## src/rtl/pll_lock_supervisor.sv

```systemverilog
// Supervises a Gowin rPLL from its reference clock: pulses the PLL reset, qualifies LOCK,
// and releases the downstream reset domains one by one once lock has proven stable.
module pll_lock_supervisor #(
  parameter int NUM_DOMAINS         = 3,
  parameter int PLL_RST_CYCLES      = 16,
  parameter int LOCK_STABLE_CYCLES  = 1024,
  parameter int LOCK_TIMEOUT_CYCLES = 65536,
  parameter int STAGGER_CYCLES      = 8,
  parameter int CNT_W               = 8
) (
  input  logic                   clkin,
  input  logic                   reset,
  input  logic                   pll_lock,
  output logic                   pll_rst,
  output logic [NUM_DOMAINS-1:0] domain_rst,
  output logic                   ready,
  output logic [CNT_W-1:0]       relock_count,
  output logic                   timeout_err
);

  localparam int RW = $clog2(PLL_RST_CYCLES) + 1;
  localparam int TW = $clog2(LOCK_TIMEOUT_CYCLES) + 1;
  localparam int SW = $clog2(LOCK_STABLE_CYCLES) + 1;
  localparam int GW = $clog2((NUM_DOMAINS - 1) * STAGGER_CYCLES + 1) + 1;

  localparam logic [RW-1:0]    RST_LAST   = RW'(PLL_RST_CYCLES - 1);
  localparam logic [TW-1:0]    TO_LAST    = TW'(LOCK_TIMEOUT_CYCLES - 1);
  localparam logic [SW-1:0]    STB_LAST   = SW'(LOCK_STABLE_CYCLES - 1);
  localparam bit               STB_ONE    = (LOCK_STABLE_CYCLES == 1);
  localparam logic [CNT_W-1:0] RELOCK_MAX = '1;

  typedef enum logic [2:0] {
    ST_PLL_RST,
    ST_WAIT_LOCK,
    ST_STABLE,
    ST_RELEASE,
    ST_RUN
  } state_e;

  state_e                 state_q;
  logic                   sync_q;
  logic                   lock_s_q;
  logic [RW-1:0]          rst_cnt_q;
  logic [TW-1:0]          to_cnt_q;
  logic [SW-1:0]          stb_cnt_q;
  logic [GW-1:0]          stg_cnt_q;
  logic                   pll_rst_q;
  logic [NUM_DOMAINS-1:0] domain_rst_q;
  logic                   ready_q;
  logic [CNT_W-1:0]       relock_q;
  logic                   timeout_err_q;

  logic [NUM_DOMAINS-1:0] rel_mask_d;
  logic [NUM_DOMAINS-1:0] domain_rst_d;
  logic [CNT_W-1:0]       relock_d;
  logic                   lock_lost;

  // Domain k is released on the RELEASE edge where the stagger count equals k*STAGGER_CYCLES.
  always_comb begin
    rel_mask_d = '0;
    for (int k = 0; k < NUM_DOMAINS; k++) begin
      if (stg_cnt_q == GW'(k * STAGGER_CYCLES)) rel_mask_d[k] = 1'b1;
    end
  end

  assign domain_rst_d = domain_rst_q & ~rel_mask_d;
  assign relock_d     = (relock_q == RELOCK_MAX) ? relock_q : relock_q + CNT_W'(1);
  assign lock_lost    = ((state_q == ST_RELEASE) || (state_q == ST_RUN)) && !lock_s_q;

  always_ff @(posedge clkin or posedge reset) begin
    if (reset) begin
      sync_q        <= 1'b0;
      lock_s_q      <= 1'b0;
      state_q       <= ST_PLL_RST;
      rst_cnt_q     <= '0;
      to_cnt_q      <= '0;
      stb_cnt_q     <= '0;
      stg_cnt_q     <= '0;
      pll_rst_q     <= 1'b1;
      domain_rst_q  <= '1;
      ready_q       <= 1'b0;
      relock_q      <= '0;
      timeout_err_q <= 1'b0;
    end else begin
      sync_q   <= pll_lock;
      lock_s_q <= sync_q;
      if (lock_lost) begin
        // Losing lock after release drops every domain at once and restarts the PLL.
        state_q      <= ST_PLL_RST;
        pll_rst_q    <= 1'b1;
        domain_rst_q <= '1;
        ready_q      <= 1'b0;
        relock_q     <= relock_d;
        rst_cnt_q    <= '0;
        to_cnt_q     <= '0;
        stb_cnt_q    <= '0;
        stg_cnt_q    <= '0;
      end else begin
        case (state_q)
          ST_PLL_RST: begin
            pll_rst_q    <= 1'b1;
            domain_rst_q <= '1;
            ready_q      <= 1'b0;
            if (rst_cnt_q == RST_LAST) begin
              state_q   <= ST_WAIT_LOCK;
              pll_rst_q <= 1'b0;
              rst_cnt_q <= '0;
              to_cnt_q  <= '0;
            end else begin
              rst_cnt_q <= rst_cnt_q + RW'(1);
            end
          end
          ST_WAIT_LOCK: begin
            if (lock_s_q) begin
              state_q   <= ST_STABLE;
              stb_cnt_q <= SW'(1);
              to_cnt_q  <= '0;
            end else if (to_cnt_q == TO_LAST) begin
              state_q       <= ST_PLL_RST;
              pll_rst_q     <= 1'b1;
              timeout_err_q <= 1'b1;
              rst_cnt_q     <= '0;
              to_cnt_q      <= '0;
            end else begin
              to_cnt_q <= to_cnt_q + TW'(1);
            end
          end
          ST_STABLE: begin
            // A dropout here is treated as a glitch: requalify from scratch, no relock event.
            if (!lock_s_q) begin
              state_q   <= ST_WAIT_LOCK;
              to_cnt_q  <= '0;
              stb_cnt_q <= '0;
            end else if (STB_ONE || (stb_cnt_q == STB_LAST)) begin
              state_q   <= ST_RELEASE;
              stb_cnt_q <= '0;
              stg_cnt_q <= '0;
            end else begin
              stb_cnt_q <= stb_cnt_q + SW'(1);
            end
          end
          ST_RELEASE: begin
            domain_rst_q <= domain_rst_d;
            stg_cnt_q    <= stg_cnt_q + GW'(1);
            if (rel_mask_d[NUM_DOMAINS-1]) begin
              state_q   <= ST_RUN;
              ready_q   <= 1'b1;
              stg_cnt_q <= '0;
            end
          end
          ST_RUN: begin
          end
          default: begin
            state_q      <= ST_PLL_RST;
            pll_rst_q    <= 1'b1;
            domain_rst_q <= '1;
            ready_q      <= 1'b0;
          end
        endcase
      end
    end
  end

  assign pll_rst      = pll_rst_q;
  assign domain_rst   = domain_rst_q;
  assign ready        = ready_q;
  assign relock_count = relock_q;
  assign timeout_err  = timeout_err_q;

endmodule

```

## config.mk

```make
export PLATFORM = sky130hd
export DESIGN_NAME = pll_lock_supervisor
export DESIGN_NICKNAME = d
export VERILOG_FILES = /design/src/rtl/pll_lock_supervisor.sv
export SDC_FILE = /design/constraint.sdc
export NUM_CORES = 1
export LEC_CHECK = 0
export CAP_MARGIN = 0
export CORE_MARGIN = 2
export CORE_UTILIZATION = 57
export CTS_BUF_LIST = sky130_fd_sc_hd__clkbuf_16
export CTS_CLUSTER_DIAMETER = 50
export DETAILED_ROUTE_END_ITERATION = 8
export DONT_BUFFER_PORTS = 1
export PLACE_DENSITY = 0.75
export SLEW_MARGIN = 20
export SYNTH_ARGS = -nofsm -noshare
export SYNTH_HDL_FRONTEND = slang
export SYNTH_SLANG_ARGS = --single-unit
```

## constraint.sdc

```tcl
create_clock -name clkin -period 2 [get_ports clkin]
set_clock_uncertainty 0.05 [all_clocks]
set_input_delay 0.3 -clock clkin [delete_from_list [all_inputs] [get_ports clkin]]
set_output_delay 0.3 -clock clkin [all_outputs]
set_load 0.1 [all_outputs]
```

# Word-level counts from Yosys, hierarchy flattened
# Index checks and enable logic that the tools add are counted.
# classes
n_eq_ne	23
add_sub_neg	5
reduce_logical	20
n_mux	42
n_bitwise	5
# op_table
op	count
two-way mux 17 bit	5
one-hot mux 17 bit (3 select lines)	1
two-way mux 11 bit	4
two-way mux 3 bit	8
two-way mux 6 bit	4
!= test 3 bit (second input constant)	8
one-hot mux 11 bit (2 select lines)	1
two-way mux 5 bit	4
adder 17 x 1 -> 17 bit (second input constant)	1
equality test 17 x 16 -> 1 bit (second input constant)	1
one-hot mux 3 bit (5 select lines)	1
one-hot mux 6 bit (2 select lines)	1
AND reduction 3 bit	4
adder 11 x 1 -> 11 bit (second input constant)	1
equality test 11 x 10 -> 1 bit (second input constant)	1
one-hot mux 5 bit (2 select lines)	1
two-way mux 1 bit	9
nonzero test 3 bit	3
adder 8 x 1 -> 8 bit (second input constant)	1
equality test 8 bit (second input constant)	1
!= test 4 bit (second input constant)	2
adder 6 x 1 -> 6 bit (second input constant)	1
equality test 3 x 2 -> 1 bit (second input constant)	2
equality test 6 x 4 -> 1 bit (second input constant)	1
23 further kinds	29
# word_totals
output_inout_bits	14
in_bits	3
ff_bits	58

# Depth between registers and ports, before layout
# depth
ltp_word	6
ltp_mapped	7
ltp_nobuf	7

# Least setup slack after synthesis
# OpenSTA, ideal clock, no wires.
# synth_timing
kind	flip-flop to flip-flop
startpoint	register relock_q[0] (netlist: relock_count[0])
endpoint	register relock_q[1] (netlist: relock_count[1])
stages_incl_launch_ff	5
t_arrival_ns	2.227
required_time_ns	1.824
setup_slack_ns	-0.403
setup_time_ns	0.126
period_less_slack_ns	2.403
path_buffers	0
cell_sequence	dfrtp_1 ha_1 and3_1 a311oi_2 mux2_2
# synth_via
elab_chain_len	3
word_cells_on_any_way	4
classes_between	1 x add/sub; 1 x eq/ne; 1 x bitwise; 1 x reduce/logical
# synth_lines
item	line	text
start: declaration	50	logic [CNT_W-1:0] relock_q;
start signal: assignment	93	relock_q <= relock_d;
parallel branches: the longest is 3 deep, another holds adder 8 x 1 -> 8 bit	--	
# Several ways; the timed one is not identified.
# A chain may end at the register's enable or synchronous reset.

# Final worst setup path
# layout_timing
startpoint	register to_cnt_q[1]
endpoint	register rst_cnt_q[3]
# layout_via
elab_chain_len	3
# layout_lines
item	line	text
start: declaration	44	logic [TW-1:0] to_cnt_q;
start signal: assignment	125	to_cnt_q <= to_cnt_q + TW'(1);
equality test 17 x 16 -> 1 bit	118	end else if (to_cnt_q == TO_LAST) begin
!= test 3 bit (no source line)	--	
AND reduction 3 bit (no source line)	--	
end signal: assignment	110	rst_cnt_q <= rst_cnt_q + RW'(1);
end: declaration	43	logic [RW-1:0] rst_cnt_q;
# Every way passes these cells.

==> flow_summary.ini <==
[logic_synthesis]
syn-num-nets = 339
ys_types = 58
synth-simple-area-share_pct = 22.3
yosys_warnings = 0
synth_compound_area_share_pct = 20.0
synthMuxAreaShare_pct = 1.37
postSynthAreaPerCell_sq_um = 9.40
synth-adder-area-share_pct = 2.42
syn_area_sq_um = 3100
synthArstFlopShare_pct = 100
synth-xor-area-share_pct = 3.39
yosys-top-cells-area = dfrtp_1 (44%), o21ai_0 (4.2%), nand2_1 (3.8%)
ys_seq_area_share_pct = 47.0
synth_ff_type = dfrtp_1
synth_edf_count = 0
ys_ff_latch = 58
yosysTopAreaCell = dfrtp_1
synthCells = 330
synth_top_family_by_area = simple AND/OR/NAND/NOR gates
netlist.area_leader.share_pct = 43.6

[die]
fp.dieH_um = 77.8
core_area_sq_um = 5170
die_w_um = 77.8
dieArea_sq_um = 6050
row_count = 26
initial_core_util_pct = 60.0
ioPinCount = 17

[timing]
min_period_ps = 1920
worst_pin_slew_ps = 895
setup_violations = 0
whs_ps = 266
relSlewSlack_pct = 40.4
fin_ws_ps = 75.6
max_freq_ghz = 0.520
min_period_over_period_pct = 96.2
finalMaxSlewViolations = 0
hold_viol = 0

[layout]
diodes = 0
drive_above_1_share_pct = 23.2
syn2layout_area_growth_pct = 21.9
final_nets = 374
fillers = 377
fin_cells = 440
multi_input_area_sq_um = 1630
final_area_sq_um = 3780
seqCellArea_sq_um = 1470

[placed_design]
dpl.hpwl_mm = 4.45
port_buffers = 0
placed_cells = 419
globalplace.congestion = 0.874
dpl_cell_area_sq_um = 3410
pre_cts_slack_ps = 55.8

[global_routing]
grt_pass1_wl_mm = 11.9
grtUsageTotal_pct = 24.9
grt_pass1_vias = 2657
grt_max_degree = 34
antenna_found_initial = 0
globalRouteOverflowTotal = 0

[power]
switching_share_pct = 38.3
peakVddDrop_mv = 0.755
power_switching_w = 0.00170
power.internal_w = 0.00273
p_seq_share_pct = 35.8
pwr-share-clk_pct = 29.8
combPwrFrac_pct = 34.5
leakage_nw = 1.62
power_density_nw_per_um2 = 1170

[setup_path]
crit_arrival_ps = 2080
cp_max_fo = 8
critPathCaptureType = flop
start_kind = flop
critPathTopFamily = simple AND/OR/NAND/NOR gates
critical-path-max-stage-delay_ps = 420
crit_required_ps = 2160
worst-path-buf-inv = 0
cpMaxStageDelayCell = dfrtp_1
worstSetupPathType = flop to flop
crit_chain = ha_4 -> nand4_1 -> nor3_4 -> a31oi_2 -> a211o_1

[cts]
clock_sink_count = 58
cts_tree = done
cts_made_buffers = 9
htreeDepth = 3
clk_latency_ps = 330
cts.path.max_buffers = 2
cts_root_buffer = clkbuf_16
path_clk_slew_ps = 50

[routing]
drtIter0Drc = 230
wl_per_cell_um = 15.5
dr.pass1.iters = 5
met3_length_um = 261
via_count = 2686
wl_met1_mm = 3.05
drc_errors = 0
via_per_inst = 6.10
drt-total-wl_mm = 6.84
routed.top_layer = met4
ant_nets = 0
dr_wl_met2_mm = 3.39

[min_path]
hp-class = primary input to asynchronous set/reset pin

[outcome]
status = complete, no violations

[run]
cap_violations = 0
-- area by class of cell --
| cell class | instances | area share (%) |
|---|---|---|
| tap | 70 | 2.32 |
| clock buffer | 9 | 5.96 |
| inverter | 14 | 1.39 |
| multi-input combinational | 245 | 43.1 |
| clock inverter | 7 | 0.794 |
| sequential | 58 | 38.8 |
| timing repair buffer | 37 | 7.58 |
-- final timing paths --
path | startpoint | endpoint | slack, ps | cells past startpoint
max | to_cnt_q[1] | rst_cnt_q[3] | 80 | 5
min | reset | relock_count[1] | 270 | 2
max reg2reg | to_cnt_q[1] | rst_cnt_q[3] | 80 | 5
min reg2reg | sync_q | lock_s_q | 310 | 0
max in group asynchronous | reset | domain_rst[2] | 970 | 3
min in group clkin | sync_q | lock_s_q | 310 | 0
-- metal layers --
layer	global-route usage, %	up-vias
met2	40.9	60
met4	12.0	0
met3	4.65	12
met1	31.8	1311
li1	-	1303
met5	0	-
-- synth_stat cells (2+ instances only) --
| library cell | instances |
|---|---|
| or3_1 | 2 |
| a31oi_1 | 17 |
| nand4_1 | 9 |
| xnor2_1 | 9 |
| clkbuf_1 | 6 |
| o31ai_1 | 4 |
| nor2_1 | 19 |
| and4_1 | 2 |
| nor2b_1 | 5 |
| a31o_2 | 2 |
| ha_1 | 6 |
| a211oi_1 | 3 |
| a21oi_1 | 17 |
| dfrtp_1 | 54 |
| nor3b_1 | 3 |
| nand3b_1 | 2 |
| o41ai_1 | 3 |
| buf_2 | 4 |
| or2_2 | 2 |
| o21ai_0 | 26 |
| nand3_1 | 23 |
| nor3_1 | 9 |
| o21a_1 | 3 |
| xor2_1 | 3 |
| and3_1 | 7 |
| inv_1 | 14 |
| mux2i_1 | 2 |
| and3b_1 | 2 |
| nand2b_1 | 3 |
| mux2_2 | 2 |
| dfstp_2 | 4 |
| a22o_1 | 5 |
| nand2_1 | 31 |
| or4_1 | 3 |
-- cell usage in the layout, fill, tap and decap left out, types with 2 or more instances in the layout --
master | Yosys | final
and3_1 | 7 | 6
dfrtp_1 | 54 | 44
mux2i_1 | 2 | 2
o31ai_1 | 4 | 4
nor3_1 | 9 | 9
a211oi_1 | 3 | 3
ha_4 | 0 | 2
buf_4 | 1 | 34
o21a_1 | 3 | 3
clkbuf_16 | 0 | 9
nand3_1 | 23 | 22
a21oi_1 | 17 | 15
dfstp_2 | 4 | 4
or4_1 | 3 | 3
a21oi_2 | 0 | 2
xnor2_1 | 9 | 9
nor2_1 | 19 | 18
or3_1 | 2 | 2
a22o_1 | 5 | 5
nand3b_1 | 2 | 2
clkinv_2 | 0 | 3
a31o_2 | 2 | 2
nor2b_1 | 5 | 5
dfrtp_2 | 0 | 10
xor2_1 | 3 | 3
and4_1 | 2 | 2
nand4_1 | 9 | 9
o21ai_0 | 26 | 26
or2_2 | 2 | 2
nor3b_1 | 3 | 2
nand2_1 | 31 | 31
ha_1 | 6 | 4
a31oi_1 | 17 | 16
nand2b_1 | 3 | 3
dlygate4sd3_1 | 0 | 2
o41ai_1 | 3 | 2
and3b_1 | 2 | 2
inv_1 | 14 | 16
-- registers in the layout, indices dropped and copies added (netlist names), 3 cells and up --
name,count
domain_rst,3
relock_count,8
rst_cnt_q,5
state_q,3
stb_cnt_q,11
stg_cnt_q,6
to_cnt_q,17
-- power groups by stage --
| stage | combinational [W] | sequential [W] | clock [W] |
|---|---|---|---|
| 3_3_place_gp | 0.00138 | 0.00157 | 0 |
| 3_5_place_dp | 0.00143 | 0.00158 | 0 |
| 2_1_floorplan | 0.000862 | 0.00175 | 0 |
| 4_1_cts | 0.00145 | 0.00157 | 0.00133 |
| 6_report | 0.00153 | 0.00158 | 0.00132 |
| 5_1_grt | 0.00171 | 0.00161 | 0.00138 |
-- per-stage QoR --
| stage | setup TNS (ps) | power, W | utilization [%] |
|---|---|---|---|
| after global placement | 0 | 0.00295 | 65.9 |
| final | 0 | 0.00442 | 73.1 |
| after floorplan | 0 | 0.00261 | - |
| after CTS | 0 | 0.00434 | 71.3 |
| after detailed placement | 0 | 0.00301 | 65.9 |
| after global routing | -8.53 | 0.00469 | 73.1 |
-- cells by family after synthesis --
| kind of cell | Yosys count |
|---|---|
| buf+inv | 27 |
| flops | 58 |
| mux | 4 |
| fa+ha+maj | 6 |
| compound gates | 94 |
| simple gates | 129 |
| xor+xnor | 12 |
-- what timing repair did --
| action | CTS | global route |
|---|---|---|
| endpoints found under the setup margin | 0 | 27 |
| hold buffers | 2 | 0 |
| gates resized for setup | 0 | 17 |
| setup buffers | 0 | 3 |
| hold endpoints to repair | 26 | 0 |
Note: power is estimated with default switching activity, not from simulation.
